File: src/rtl/wave_meter_if.sv
// wave_meter_if: sample stream in, acknowledge and measurement results out for wave_meter.
interface wave_meter_if #(
   parameter int PERIOD_W = 24
);
   logic                en, smp_valid, meas_ack, meas_valid, overrun, no_signal;
   logic [7:0]          smp, vmax, vmin;
   logic [PERIOD_W-1:0] period;
   modport master (
      output en, smp_valid, smp, meas_ack,
      input  period, vmax, vmin, meas_valid, overrun, no_signal
   );
   modport slave (
      input  en, smp_valid, smp, meas_ack,
      output period, vmax, vmin, meas_valid, overrun, no_signal
   );
endinterface

File: src/rtl/wave_meter.sv
// wave_meter: hysteresis crossing detector measuring period and min/max of an 8-bit sample stream.
module wave_meter #(
   parameter logic [7:0] MID = 8'd128,
   parameter logic [7:0] HYST = 8'd8,
   parameter int PERIOD_W = 24
) (
   input logic         clk,
   input logic         rst,
   wave_meter_if.slave wm
);
   localparam logic [7:0] LO = MID - HYST;
   localparam logic [7:0] HI = MID + HYST;
   localparam logic [PERIOD_W-1:0] CNT_MAX = '1;
   typedef enum logic [1:0] {UNK, LOW, HIGH} cmp_t;
   typedef enum logic {WAIT_FIRST, MEASURING} phase_t;
   cmp_t                cmp_q, cmp_d;
   phase_t              phase_q;
   logic [PERIOD_W-1:0] cnt_q, period_q;
   logic [7:0]          max_q, min_q, max_d, min_d, vmax_q, vmin_q;
   logic                valid_q, overrun_q, nosig_q;
   logic                acc, is_lo, is_hi, rise, tmo;
   always_comb begin
      acc = wm.en && wm.smp_valid;
      is_lo = wm.smp <= LO;
      is_hi = wm.smp >= HI;
      cmp_d = !acc ? cmp_q : (is_hi && cmp_q != HIGH) ? HIGH : (is_lo && cmp_q != LOW) ? LOW : cmp_q;
      rise = acc && cmp_q == LOW && is_hi;
      tmo = phase_q == MEASURING && cnt_q == CNT_MAX;
      max_d = (acc && wm.smp > max_q) ? wm.smp : max_q;
      min_d = (acc && wm.smp < min_q) ? wm.smp : min_q;
   end
   // Timeout wins over a coincident edge: the count cannot represent that period.
   always_ff @(posedge clk or posedge rst) begin
      if (rst) begin
         cmp_q <= UNK;
         phase_q <= WAIT_FIRST;
         cnt_q <= '0;
         max_q <= 8'h00;
         min_q <= 8'hFF;
         period_q <= '0;
         vmax_q <= 8'h00;
         vmin_q <= 8'hFF;
         valid_q <= 1'b0;
         overrun_q <= 1'b0;
         nosig_q <= 1'b0;
      end else begin
         if (wm.meas_ack) valid_q <= 1'b0;
         if (!wm.en || tmo) begin
            cmp_q <= UNK;
            phase_q <= WAIT_FIRST;
            cnt_q <= '0;
            if (tmo) nosig_q <= 1'b1;
         end else begin
            cmp_q <= cmp_d;
            if (rise) begin
               cnt_q <= '0;
               max_q <= wm.smp;
               min_q <= wm.smp;
               phase_q <= MEASURING;
            end else if (phase_q == MEASURING) begin
               cnt_q <= cnt_q + 1'b1;
               max_q <= max_d;
               min_q <= min_d;
            end
            if (rise && phase_q == MEASURING) begin
               period_q <= cnt_q + 1'b1;
               vmax_q <= max_d;
               vmin_q <= min_d;
               valid_q <= 1'b1;
               overrun_q <= overrun_q | (valid_q & ~wm.meas_ack);
               nosig_q <= 1'b0;
            end
         end
      end
   end
   assign wm.period = period_q;
   assign wm.vmax = vmax_q;
   assign wm.vmin = vmin_q;
   assign wm.meas_valid = valid_q;
   assign wm.overrun = overrun_q;
   assign wm.no_signal = nosig_q;
endmodule

File: src/flat_wrapper.sv
// flat-port wrapper written by rule: the top's interface ports become plain ports
module wave_meter_flat 
#(
   parameter logic [7:0] MID = 8'd128,
   parameter logic [7:0] HYST = 8'd8,
   parameter int PERIOD_W = 24
)
  (clk, rst, wm_en, wm_smp_valid, wm_smp, wm_meas_ack, wm_period, wm_vmax, wm_vmin, wm_meas_valid, wm_overrun, wm_no_signal);
  wave_meter_if #(.PERIOD_W(PERIOD_W)) wm_i ();
  input logic clk;
  input logic rst;
  input wire logic [$bits(wm_i.en)-1:0] wm_en;
  input wire logic [$bits(wm_i.smp_valid)-1:0] wm_smp_valid;
  input wire logic [$bits(wm_i.smp)-1:0] wm_smp;
  input wire logic [$bits(wm_i.meas_ack)-1:0] wm_meas_ack;
  output wire logic [$bits(wm_i.period)-1:0] wm_period;
  output wire logic [$bits(wm_i.vmax)-1:0] wm_vmax;
  output wire logic [$bits(wm_i.vmin)-1:0] wm_vmin;
  output wire logic [$bits(wm_i.meas_valid)-1:0] wm_meas_valid;
  output wire logic [$bits(wm_i.overrun)-1:0] wm_overrun;
  output wire logic [$bits(wm_i.no_signal)-1:0] wm_no_signal;
  assign wm_i.en = wm_en;
  assign wm_i.smp_valid = wm_smp_valid;
  assign wm_i.smp = wm_smp;
  assign wm_i.meas_ack = wm_meas_ack;
  assign wm_period = wm_i.period;
  assign wm_vmax = wm_i.vmax;
  assign wm_vmin = wm_i.vmin;
  assign wm_meas_valid = wm_i.meas_valid;
  assign wm_overrun = wm_i.overrun;
  assign wm_no_signal = wm_i.no_signal;
  wave_meter #(.MID(MID), .HYST(HYST), .PERIOD_W(PERIOD_W)) u_core (.clk(clk), .rst(rst), .wm(wm_i));
endmodule
File: config.mk
export PLATFORM = sky130hd
export DESIGN_NAME = wave_meter_flat
export DESIGN_NICKNAME = d
export VERILOG_FILES = /design/src/rtl/wave_meter_if.sv /design/src/rtl/wave_meter.sv /design/src/flat_wrapper.sv
export SDC_FILE = /design/constraint.sdc
export NUM_CORES = 1
export LEC_CHECK = 0
export BUFFER_PORTS_ARGS = -buffer_cell sky130_fd_sc_hd__buf_2
export CAP_MARGIN = 5
export CORE_MARGIN = 10
export CORE_UTILIZATION = 45
export CTS_BUF_LIST = sky130_fd_sc_hd__clkbuf_4
export DETAILED_ROUTE_END_ITERATION = 8
export GPL_ROUTABILITY_DRIVEN = 0
export GPL_TIMING_DRIVEN = 0
export SLEW_MARGIN = 20
export SYNTH_ARGS = -nofsm -noshare
export SYNTH_HDL_FRONTEND = slang
export SYNTH_SLANG_ARGS = --single-unit
File: constraint.sdc
create_clock -name clk -period 4.5 [get_ports clk]
set_input_delay 0.225 -clock clk [delete_from_list [all_inputs] [get_ports clk]]
set_output_delay 0.225 -clock clk [all_outputs]
set_load 0.01 [all_outputs]
==> results of run 1 <==
==> flip-flops by register name (all words and copies together), names as in the netlist <==
register / count
u_core.cmp_q: 2
u_core.cnt_q: 24
u_core.max_q: 8
u_core.min_q: 8
u_core.phase_q: 1
u_core.wm.meas_valid: 1
u_core.wm.no_signal: 1
u_core.wm.overrun: 1
u_core.wm.period: 24
u_core.wm.vmax: 8
u_core.wm.vmin: 8
==> cells in the mapped netlist, types with 3 or more instances <==
master / count / area [um^2]
nor2b_1: 3 / 18.8
nand4_1: 10 / 62.6
nand3_1: 8 / 40.0
mux2i_1: 8 / 80.1
and3_1: 5 / 31.3
mux2_4: 7 / 105
o22ai_1: 6 / 37.5
nor3_1: 6 / 30.0
a31oi_1: 16 / 100
o21ai_0: 21 / 105
clkbuf_1: 12 / 45.0
nand2_1: 39 / 146
and4_1: 3 / 26.3
xor2_1: 10 / 87.6
ha_1: 16 / 200
inv_1: 22 / 82.6
nor2_1: 71 / 267
xnor2_1: 12 / 105
a21oi_1: 58 / 290
dfrtp_1: 70 / 1750
dfstp_2: 16 / 420
o31ai_1: 3 / 22.5
buf_2: 9 / 45.0
==> placed cells by master, fill, tap and decap left out, types with 5 or more instances in the layout <==
master	netlist	layout
and3_1	5	5
mux2i_1	8	8
mux2_4	7	7
nand4_1	10	10
dfstp_2	16	16
dfrtp_1	70	70
xnor2_1	12	12
a21oi_1	58	58
clkbuf_4	0	9
inv_1	22	21
nand2_1	39	39
xor2_1	10	10
o22ai_1	6	6
nand3_1	8	8
nor3_1	6	6
ha_1	16	16
o21ai_0	21	21
buf_2	9	64
clkbuf_1	12	12
nor2_1	71	71
a31oi_1	16	16
==> where the power goes <==
part           switching [uW]  internal, uW
clock                     270           222
sequential               24.5           836
combinational             156           120
==> through the flow <==
step,setup WS [ns],utilization (%),hold WS [ns]
global placement,0.925,50.4,0.446
finish,1.52,52.4,0.0705
floorplan,1.90,-,0.338
global route,1.27,52.4,0.0644
CTS,1.51,52.4,0.0486
detailed placement,1.54,50.7,0.309
==> metal layers <==
layer	share of wire, %	vias up
met5	0	-
met4	1.8	0
met3	4.8	18
met2	48	84
met1	45	1757
li1	-	1779
==> logic make-up (layout without fill, tap and decap cells) <==
| family | count (synthesis) | after routing |
|---|---|---|
| xor+xnor | 22 | 22 |
| fa+ha+maj | 16 | 16 |
| compound gates | 118 | 118 |
| buf+inv | 45 | 118 |
| flops | 86 | 86 |
| mux | 17 | 17 |
| simple gates | 165 | 165 |
==> tightest hold or removal path, stage by stage <==
cell     delay, ns
buf_2         0.15
nand2_1       0.06
o22ai_1       0.07
==> final cells by class <==
type | count | area [um^2]
Tap cell | 133 | 166
Clock inverter | 7 | 88.8
Buffer | 23 | 121
Multi-Input combinational cell | 338 | 2090
Timing Repair Buffer | 57 | 313
Sequential cell | 86 | 2170
Fill cell | 964 | 4630
Inverter | 22 | 85.1
Clock buffer | 9 | 67.6
==> timing repair <==
| action | in CTS | in global routing |
|---|---|---|
| hold buffers | 1 | 0 |
| endpoints found under the hold margin | 23 | 0 |
| gates resized for setup | 0 | 0 |
==> path summary, 6_finish.rpt <==
check | slack [ns] | startpoint | depth (start not counted) | to
max | 1.52 | u_core.min_q[2] | 8 | u_core.min_q[0]
min | 0.07 | wm_smp[2] | 3 | u_core.min_q[2]
max reg2reg | 1.52 | u_core.min_q[2] | 8 | u_core.min_q[0]
min reg2reg | 0.48 | u_core.wm.overrun | 1 | u_core.wm.overrun
max in group asynchronous | 3.52 | rst | 4 | u_core.cnt_q[23]
min in group asynchronous | 0.36 | rst | 3 | u_core.wm.vmax[1]
==> flow_metrics.env, run 1 <==
export IMPL_netlist_area_um2=4460
export IMPL_use_met3_pct=3.14
export IMPL_final_nets=566
export IMPL_fin_worst_skew_ns=0.0113
export IMPL_status="complete, no violations"
export IMPL_final_cell_area_um2=5100
export IMPL_diodes=0
export IMPL_worst_setup_path_type="reg2reg"
export IMPL_start_kind="flip-flop"
export IMPL_top_usage_layer="met2"
export IMPL_synth_top_family_by_area="simple AND/OR/NAND/NOR gates"
export IMPL_vdd_drop_max_v=0.000168
export IMPL_rsz0062_at_grt="false"
export IMPL_gr_usage_met2_pct=25.1
export IMPL_cp_slowest_cell="a2111oi_4"
export IMPL_tightest_slew_ns=1.01
export IMPL_holdCritPathClass="in2reg"
export IMPL_die_area_um2=14300
export IMPL_synth_seq_cells=86
export IMPL_clk_latency_ns=0.43
export IMPL_drc_errors=0
export IMPL_slowest_delay_ns=0.61
export IMPL_clock_path_buffers=2
export IMPL_drt_iter0_drc=189
export IMPL_final_hold_violation_count=0
export IMPL_place_area_um2=4930
export IMPL_powerDensity_nw_per_um2=319
export IMPL_synth_edff_count=0
export IMPL_final_antenna_net_count=0
export IMPL_rows=36
export IMPL_grt_max_degree=48
export IMPL_overflow=0
export IMPL_slew_violations=0
export IMPL_slew_headroom_pct=32.1
export IMPL_synth_adder_area_share_pct=4.49
export IMPL_finalSetupViolations=0
export IMPL_grt_pass1_vias=3554
export IMPL_met1_usage_pct=18.8
export IMPL_period_share_pct=66.2
export IMPL_cts_buffers_inserted=9
export IMPL_cts_root_buf="clkbuf_4"
export IMPL_min_period_ns=2.98
export IMPL_io_pins=56
export IMPL_dr_total_vias=3638
export IMPL_critPathMaxFanout=7
export IMPL_drtPass1Iterations=4
export IMPL_cts_tree="built"
export IMPL_synthXorXnorAreaFrac_pct=4.32
export IMPL_drt_wl_total_um=10800
export IMPL_syn2layout_area_growth_pct=14.3
export IMPL_drv_cap=0
export IMPL_synth_net_count=498
export IMPL_wire_per_inst_um=16.0
export IMPL_end_kind="flip-flop"
export IMPL_tns_ns=0
export IMPL_ys_async_sr_fraction_pct=100
export IMPL_portBuffers=55
export IMPL_path_delay_family="compound AO/OA/AOI/OAI gates"
export IMPL_fp_dieW_um=120
export IMPL_cts_setup_buffers=0
export IMPL_muxShareOfSynthArea_pct=4.65
export IMPL_cp_required_ns=4.87
export IMPL_clk_pin_slew_ns=0.13
export IMPL_leakage_uw=0.00244
export IMPL_synth_simple_gate_area_share_pct=17.5
export IMPL_drive_gt1_share_pct=21.8
export IMPL_grt_pass1_wl_um=17800
export IMPL_start_util_pct=45.9
export IMPL_synth_main_ff_cell="dfrtp_1"
export IMPL_cts_sinks=86
export IMPL_grt_use_total_pct=15.1
export IMPL_synth_area_per_cell_um2=9.52
export IMPL_yosysWarnings=0
export IMPL_synth_compound_area_share_pct=15.8
export IMPL_core_area_um2=9730
export IMPL_p_total_uw=1630
export IMPL_synthCells=469
export IMPL_ys_seq_area_share_pct=48.7
export IMPL_worst_path_buf_inv=1
export IMPL_antenna_found_initial=0
export IMPL_crit_chain="inv_1 -> ha_1 -> a211oi_1 -> o21ai_0 -> a2111oi_4 -> a31oi_2 -> nor2_2 -> mux2_2"
export IMPL_htree_levels=3
export IMPL_hpwl_um=7830
export IMPL_crit_arrival_ns=3.35
export IMPL_fin_cells=675
export IMPL_netlist_cell_type_count=56
export IMPL_die_h_um=120
export IMPL_vias_per_cell=5.39
export IMPL_dpl_cell_count=658
export IMPL_fmax_ghz=0.336
No activity file was read; power rests on OpenSTA's default activity.
==> run 2: changes to the inputs <==
==> constraint.sdc (replaced) <==
create_clock -name clk -period 2.8 [get_ports clk]
set_input_delay 0.14 -clock clk [delete_from_list [all_inputs] [get_ports clk]]
set_output_delay 0.14 -clock clk [all_outputs]
set_load 0.01 [all_outputs]
==> flow_metrics.env, run 2 (synthesis gave the netlist of run 1 again) <==
export IMPL_end_kind="flip-flop"
export IMPL_final_antenna_net_count=0
export IMPL_drt_wl_total_um=10900
export IMPL_mostFrequentLayoutCells="nor2_1, dfrtp_1, buf_2, a21oi_1, nand2_1"
export IMPL_tns_ns=0
export IMPL_period_share_pct=95.2
export IMPL_p_clk_share_pct=30.2
export IMPL_syn2layout_area_growth_pct=16.2
export IMPL_p_total_uw=2630
export IMPL_p_sw_share_pct=27.6
export IMPL_tightest_slew_ns=1.03
export IMPL_final_common_cell="nor2_1"
export IMPL_leakage_uw=0.00250
export IMPL_worst_setup_path_type="reg2reg"
export IMPL_top_layer="met4"
export IMPL_cts_buffers_inserted=9
export IMPL_dr_total_vias=3642
export IMPL_start_kind="flip-flop"
export IMPL_critPathMaxFanout=9
export IMPL_met2_wirelength_um=5290
export IMPL_io_pins=56
export IMPL_path_delay_family="simple AND/OR/NAND/NOR gates"
export IMPL_antenna_found_initial=0
export IMPL_crit_chain="ha_1 -> nand4_1 -> or4_4 -> or2_1 -> buf_6 -> nand2_4 -> o31a_4 -> buf_12 -> mux2_4"
export IMPL_status="complete, no violations"
export IMPL_die_h_um=120
export IMPL_holdCritPathClass="in2reg"
export IMPL_slowest_delay_ns=0.57
export IMPL_core_area_um2=9730
export IMPL_final_nets=573
export IMPL_cp_slowest_cell="or4_4"
export IMPL_fp_dieW_um=120
export IMPL_place_area_um2=4930
export IMPL_drt_iter0_drc=169
export IMPL_cp_required_ns=3.12
export IMPL_clock_path_buffers=2
export IMPL_hold_ws_ns=0.0132
export IMPL_grt_use_total_pct=15.1
export IMPL_wl_met3_um=448
export IMPL_worst_path_buf_inv=2
export IMPL_p_comb_share_pct=17.2
export IMPL_wl_met1_um=4990
export IMPL_final_cell_area_um2=5180
export IMPL_grt_pass1_wl_um=17900
export IMPL_die_area_um2=14300
export IMPL_finalSetupViolations=0
export IMPL_slew_violations=0
export IMPL_cts_sinks=86
export IMPL_overflow=0
export IMPL_grt_max_degree=48
export IMPL_hpwl_um=7830
export IMPL_htree_levels=3
export IMPL_p_int_uw=1900
export IMPL_min_period_ns=2.67
export IMPL_wire_per_inst_um=16.0
export IMPL_powerDensity_nw_per_um2=507
export IMPL_portBuffers=55
export IMPL_vias_per_cell=5.34
export IMPL_grt_pass1_vias=3577
export IMPL_seq_power_share_pct=52.6
export IMPL_cts_tree="built"
export IMPL_drc_errors=0
export IMPL_drv_cap=0
export IMPL_start_util_pct=45.9
export IMPL_clk_latency_ns=0.43
export IMPL_drive_gt1_share_pct=23.0
export IMPL_rows=36
export IMPL_switching_power_uw=726
export IMPL_final_hold_violation_count=0
export IMPL_clk_pin_slew_ns=0.14
export IMPL_diodes=0
export IMPL_r2r_slack_ns=0.13
export IMPL_vdd_drop_max_v=0.000268
export IMPL_slew_headroom_pct=31.0
export IMPL_crit_arrival_ns=2.99
export IMPL_drtPass1Iterations=4
export IMPL_cts_root_buf="clkbuf_4"
export IMPL_fmax_ghz=0.375
export IMPL_fin_worst_skew_ns=0.0141
==> run 2: timing repair <==
action | CTS | global route
setup buffers | 1 | 1
resized for setup | 0 | 15
setup endpoints to repair | 1 | 40
endpoints found under the hold margin | 29 | 1
hold buffers | 6 | 1
pin swaps | 1 | 1
gates cloned | 0 | 0
==> run 2: area by class of cell <==
| cell class | count | area, um^2 |
|---|---|---|
| tap | 133 | 166 |
| clock inverter | 7 | 88.8 |
| sequential | 86 | 2170 |
| fill | 951 | 4540 |
| multi-input combinational | 338 | 2090 |
| buffer | 22 | 125 |
| inverter | 22 | 85.1 |
| timing repair buffer | 65 | 388 |
| clock buffer | 9 | 67.6 |
==> run 2: worst paths after layout <==
| path | depth (start not counted) | from | endpoint |
|---|---|---|---|
| setup / recovery | 9 | u_core.cnt_q[0] | u_core.max_q[2] |
| hold / removal | 3 | wm_smp[6] | u_core.min_q[6] |
| setup reg to reg | 9 | u_core.cnt_q[0] | u_core.max_q[2] |
| hold reg to reg | 1 | u_core.wm.overrun | u_core.wm.overrun |
| max in group asynchronous | 4 | rst | u_core.cnt_q[23] |
| min in group asynchronous | 3 | rst | u_core.wm.vmax[1] |
==> run 2: worst min-delay path, cell delays in order <==
cell	delay, ns
buf_2	0.16
nand2_1	0.08
o22ai_1	0.07
==> run 2: layer usage <==
| metal | up-vias | track usage (%) |
|---|---|---|
| met5 | - | 0 |
| met4 | 0 | 5.88 |
| met3 | 14 | 3.28 |
| met2 | 67 | 25.2 |
| met1 | 1770 | 18.8 |
| li1 | 1791 | - |
==> run 2: per-stage QoR <==
step                utilization (%)  std cells  setup slack, ns
finish                         53.3        682            0.134
global route                   53.3        682         -0.00458
CTS                            53.0        681          0.00632
detailed placement             50.7        658           -0.162
global placement               50.4        657           -0.690
floorplan                         -        469            0.200
==> run 2: power groups by stage <==
| stage | Combinational, uW | Clock [uW] | Sequential, uW |
|---|---|---|---|
| final | 452 | 793 | 1380 |
| after global routing | 514 | 858 | 1390 |
| after CTS | 459 | 811 | 1380 |
| after detailed placement | 446 | 0 | 1410 |
| after global placement | 423 | 0 | 1400 |
| after floorplan | 328 | 0 | 1400 |
==> run 3: changes to the inputs <==
--- a/config.mk
+++ b/config.mk
@@ -5,6 +5,7 @@
 export SDC_FILE = /design/constraint.sdc
 export NUM_CORES = 1
 export LEC_CHECK = 0
+export ABC_AREA = 1
 export BUFFER_PORTS_ARGS = -buffer_cell sky130_fd_sc_hd__buf_2
 export CAP_MARGIN = 5
 export CORE_MARGIN = 10
==> flow_metrics.env, run 3 <==
export IMPL_tightest_slew_ns=0.555
export IMPL_grt_use_total_pct=16.5
export IMPL_fp_dieW_um=121
export IMPL_synth_edff_count=0
export IMPL_grt_max_degree=49
export IMPL_start_kind="flip-flop"
export IMPL_fin_cells=791
export IMPL_period_share_pct=80.8
export IMPL_yosysWarnings=0
export IMPL_end_kind="flip-flop"
export IMPL_fin_worst_skew_ns=0.0155
export IMPL_final_antenna_net_count=0
export IMPL_slew_headroom_pct=63.0
export IMPL_cts_buffers_inserted=9
export IMPL_clock_path_buffers=2
export IMPL_grt_pass1_wl_um=19600
export IMPL_min_period_ns=2.26
export IMPL_critPathMaxFanout=10
export IMPL_drt_iter0_drc=249
export IMPL_syn2layout_area_growth_pct=14.2
export IMPL_post_synth_top_count_cell="nand2_1"
export IMPL_yosysTopAreaCellShare_pct=37.9
export IMPL_die_h_um=121
export IMPL_htree_levels=3
export IMPL_core_area_um2=9910
export IMPL_synth_seq_cells=86
export IMPL_r2r_slack_ns=0.54
export IMPL_cts_sinks=86
export IMPL_worst_setup_path_type="reg2reg"
export IMPL_crit_arrival_ns=2.58
export IMPL_fin_ws_ns=0.538
export IMPL_clk_latency_ns=0.44
export IMPL_final_common_cell="nand2_1"
export IMPL_mostFrequentLayoutCells="nand2_1, dfrtp_1, inv_1, nand3_1, buf_2"
export IMPL_clk_pin_slew_ns=0.13
export IMPL_drc_errors=0
export IMPL_synthCells=583
export IMPL_cp_required_ns=3.12
export IMPL_wl_met1_um=5120
export IMPL_ctsResizeCount=0
export IMPL_final_nets=682
export IMPL_met2_wirelength_um=5710
export IMPL_io_pins=56
export IMPL_final_hold_violation_count=0
export IMPL_synth_main_ff_cell="dfrtp_1"
export IMPL_drt_wl_total_um=11700
export IMPL_cts_tree="built"
export IMPL_hold_ws_ns=0.0438
export IMPL_slew_violations=0
export IMPL_ys_async_sr_fraction_pct=100
export IMPL_drtPass1Iterations=4
export IMPL_rows=36
export IMPL_vdd_drop_max_v=0.000299
export IMPL_overflow=0
export IMPL_netlist_cell_type_count=35
export IMPL_wire_per_inst_um=14.7
export IMPL_post_place_ws_ns=0.522
export IMPL_antenna_found_initial=0
export IMPL_fmax_ghz=0.442
export IMPL_powerDensity_nw_per_um2=434
export IMPL_dpl_cell_count=772
export IMPL_status="complete, no violations"
export IMPL_top_layer="met4"
export IMPL_diodes=0
export IMPL_wl_met3_um=671
export IMPL_leakage_uw=0.00290
export IMPL_finalSetupViolations=0
export IMPL_cts_root_buf="clkbuf_4"
export IMPL_ys_seq_area_share_pct=47.0
export IMPL_rsz0062_at_grt="false"
export IMPL_portBuffers=55
export IMPL_start_util_pct=46.6
export IMPL_netlist_area_um2=4620
export IMPL_die_area_um2=14700
export IMPL_drive_gt1_share_pct=17.5
export IMPL_synth_commonest_cells="nand2_1, dfrtp_1, inv_1"
export IMPL_synth_area_per_cell_um2=7.93
export IMPL_vias_per_cell=5.08
export IMPL_hpwl_um=8610
export IMPL_dr_total_vias=4019
export IMPL_drv_cap=0
export IMPL_yosysTopAreaCell="dfrtp_1"
export IMPL_synthTopCellsByArea="dfrtp_1, nand2_1, dfstp_2, nand3_1, inv_1"
export IMPL_synth_net_count=612
export IMPL_grt_pass1_vias=4012
export IMPL_holdCritPathClass="in2reg"
## run 3: cell count changes in the layout (fill, tap and decap cells not counted), moves of 8 or more
cell,delta
xnor2_1,-9
mux2i_1,-8
nor2_1,-33
inv_1,+46
nand2_1,+124
a21oi_1,-39
a31oi_1,-16
buf_2,-8
nand3_1,+56
o21ai_1,+35
## run 3: critical path, stage by stage (launching register included)
cell and delay (ns):
dfrtp_1 0.45, ha_1 0.19, nand2_1 0.08, nor2_1 0.22, nand2_2 0.12, nor2_4 0.19
nand3_2 0.17, nand4_1 0.15, clkbuf_1 0.40, o21ai_0 0.16
## run 3: final cells by class
cell class              instances  area [um^2]
multi-input cells             409         2050
fillers                       972         4630
well taps                     133          166
inverters                      70          268
plain buffers                  18          133
clock inverters                 6         77.6
clock buffers                  10         75.1
repair buffers                 59          333
flip-flops and latches         86         2170
## run 3: stage by stage
step / TNS [ns] / cell area, um^2 / total power, uW / utilization, %
final: 0 / 5280 / 2290 / 53.2
after global routing: 0 / 5280 / 2410 / 53.2
after CTS: 0 / 5280 / 2320 / 53.2
after detailed placement: 0 / 5090 / 1530 / 51.4
after global placement: -45.82 / 5060 / 1520 / 51.1
after floorplan: 0 / 4620 / 1460 / -
## run 3: layer usage
metal | track usage [%] | vias to the layer above
li1 | - | 2017
met1 | 19.5 | 1899
met2 | 28.5 | 88
met5 | 0 | -
met4 | 4.62 | 0
met3 | 4.56 | 15
## run 3: path summary, 6_finish.rpt
path	start	to	depth (start not counted)
min in group asynchronous	rst	u_core.wm.period[22]	3
worst min register to register	u_core.wm.vmin[6]	u_core.wm.vmin[6]	2
max in group asynchronous	rst	u_core.wm.overrun	4
worst max-delay path	u_core.cnt_q[0]	u_core.cnt_q[11]	9
worst max register to register	u_core.cnt_q[0]	u_core.cnt_q[11]	9
worst min-delay path	wm_smp_valid	u_core.cmp_q[1]	3
## run 3: kinds of logic after synthesis
group	synth area share, %
fa+ha+maj	4.33
simple gates	27.0
compound gates	9.85
flops	47.0
xor+xnor	3.22
buf+inv	8.61
## run 3: power by group
group / leakage (uW) / switching (uW) / internal [uW] / total [uW]
clock: 0.0000852 / 418 / 364 / 782
combinational: 0.00172 / 149 / 72.3 / 222
sequential: 0.00110 / 8.90 / 1280 / 1290
## run 3: timing repair
item                      CTS  global route
hold endpoints to repair   26             0
setup buffers               0             0
hold buffers                3             0
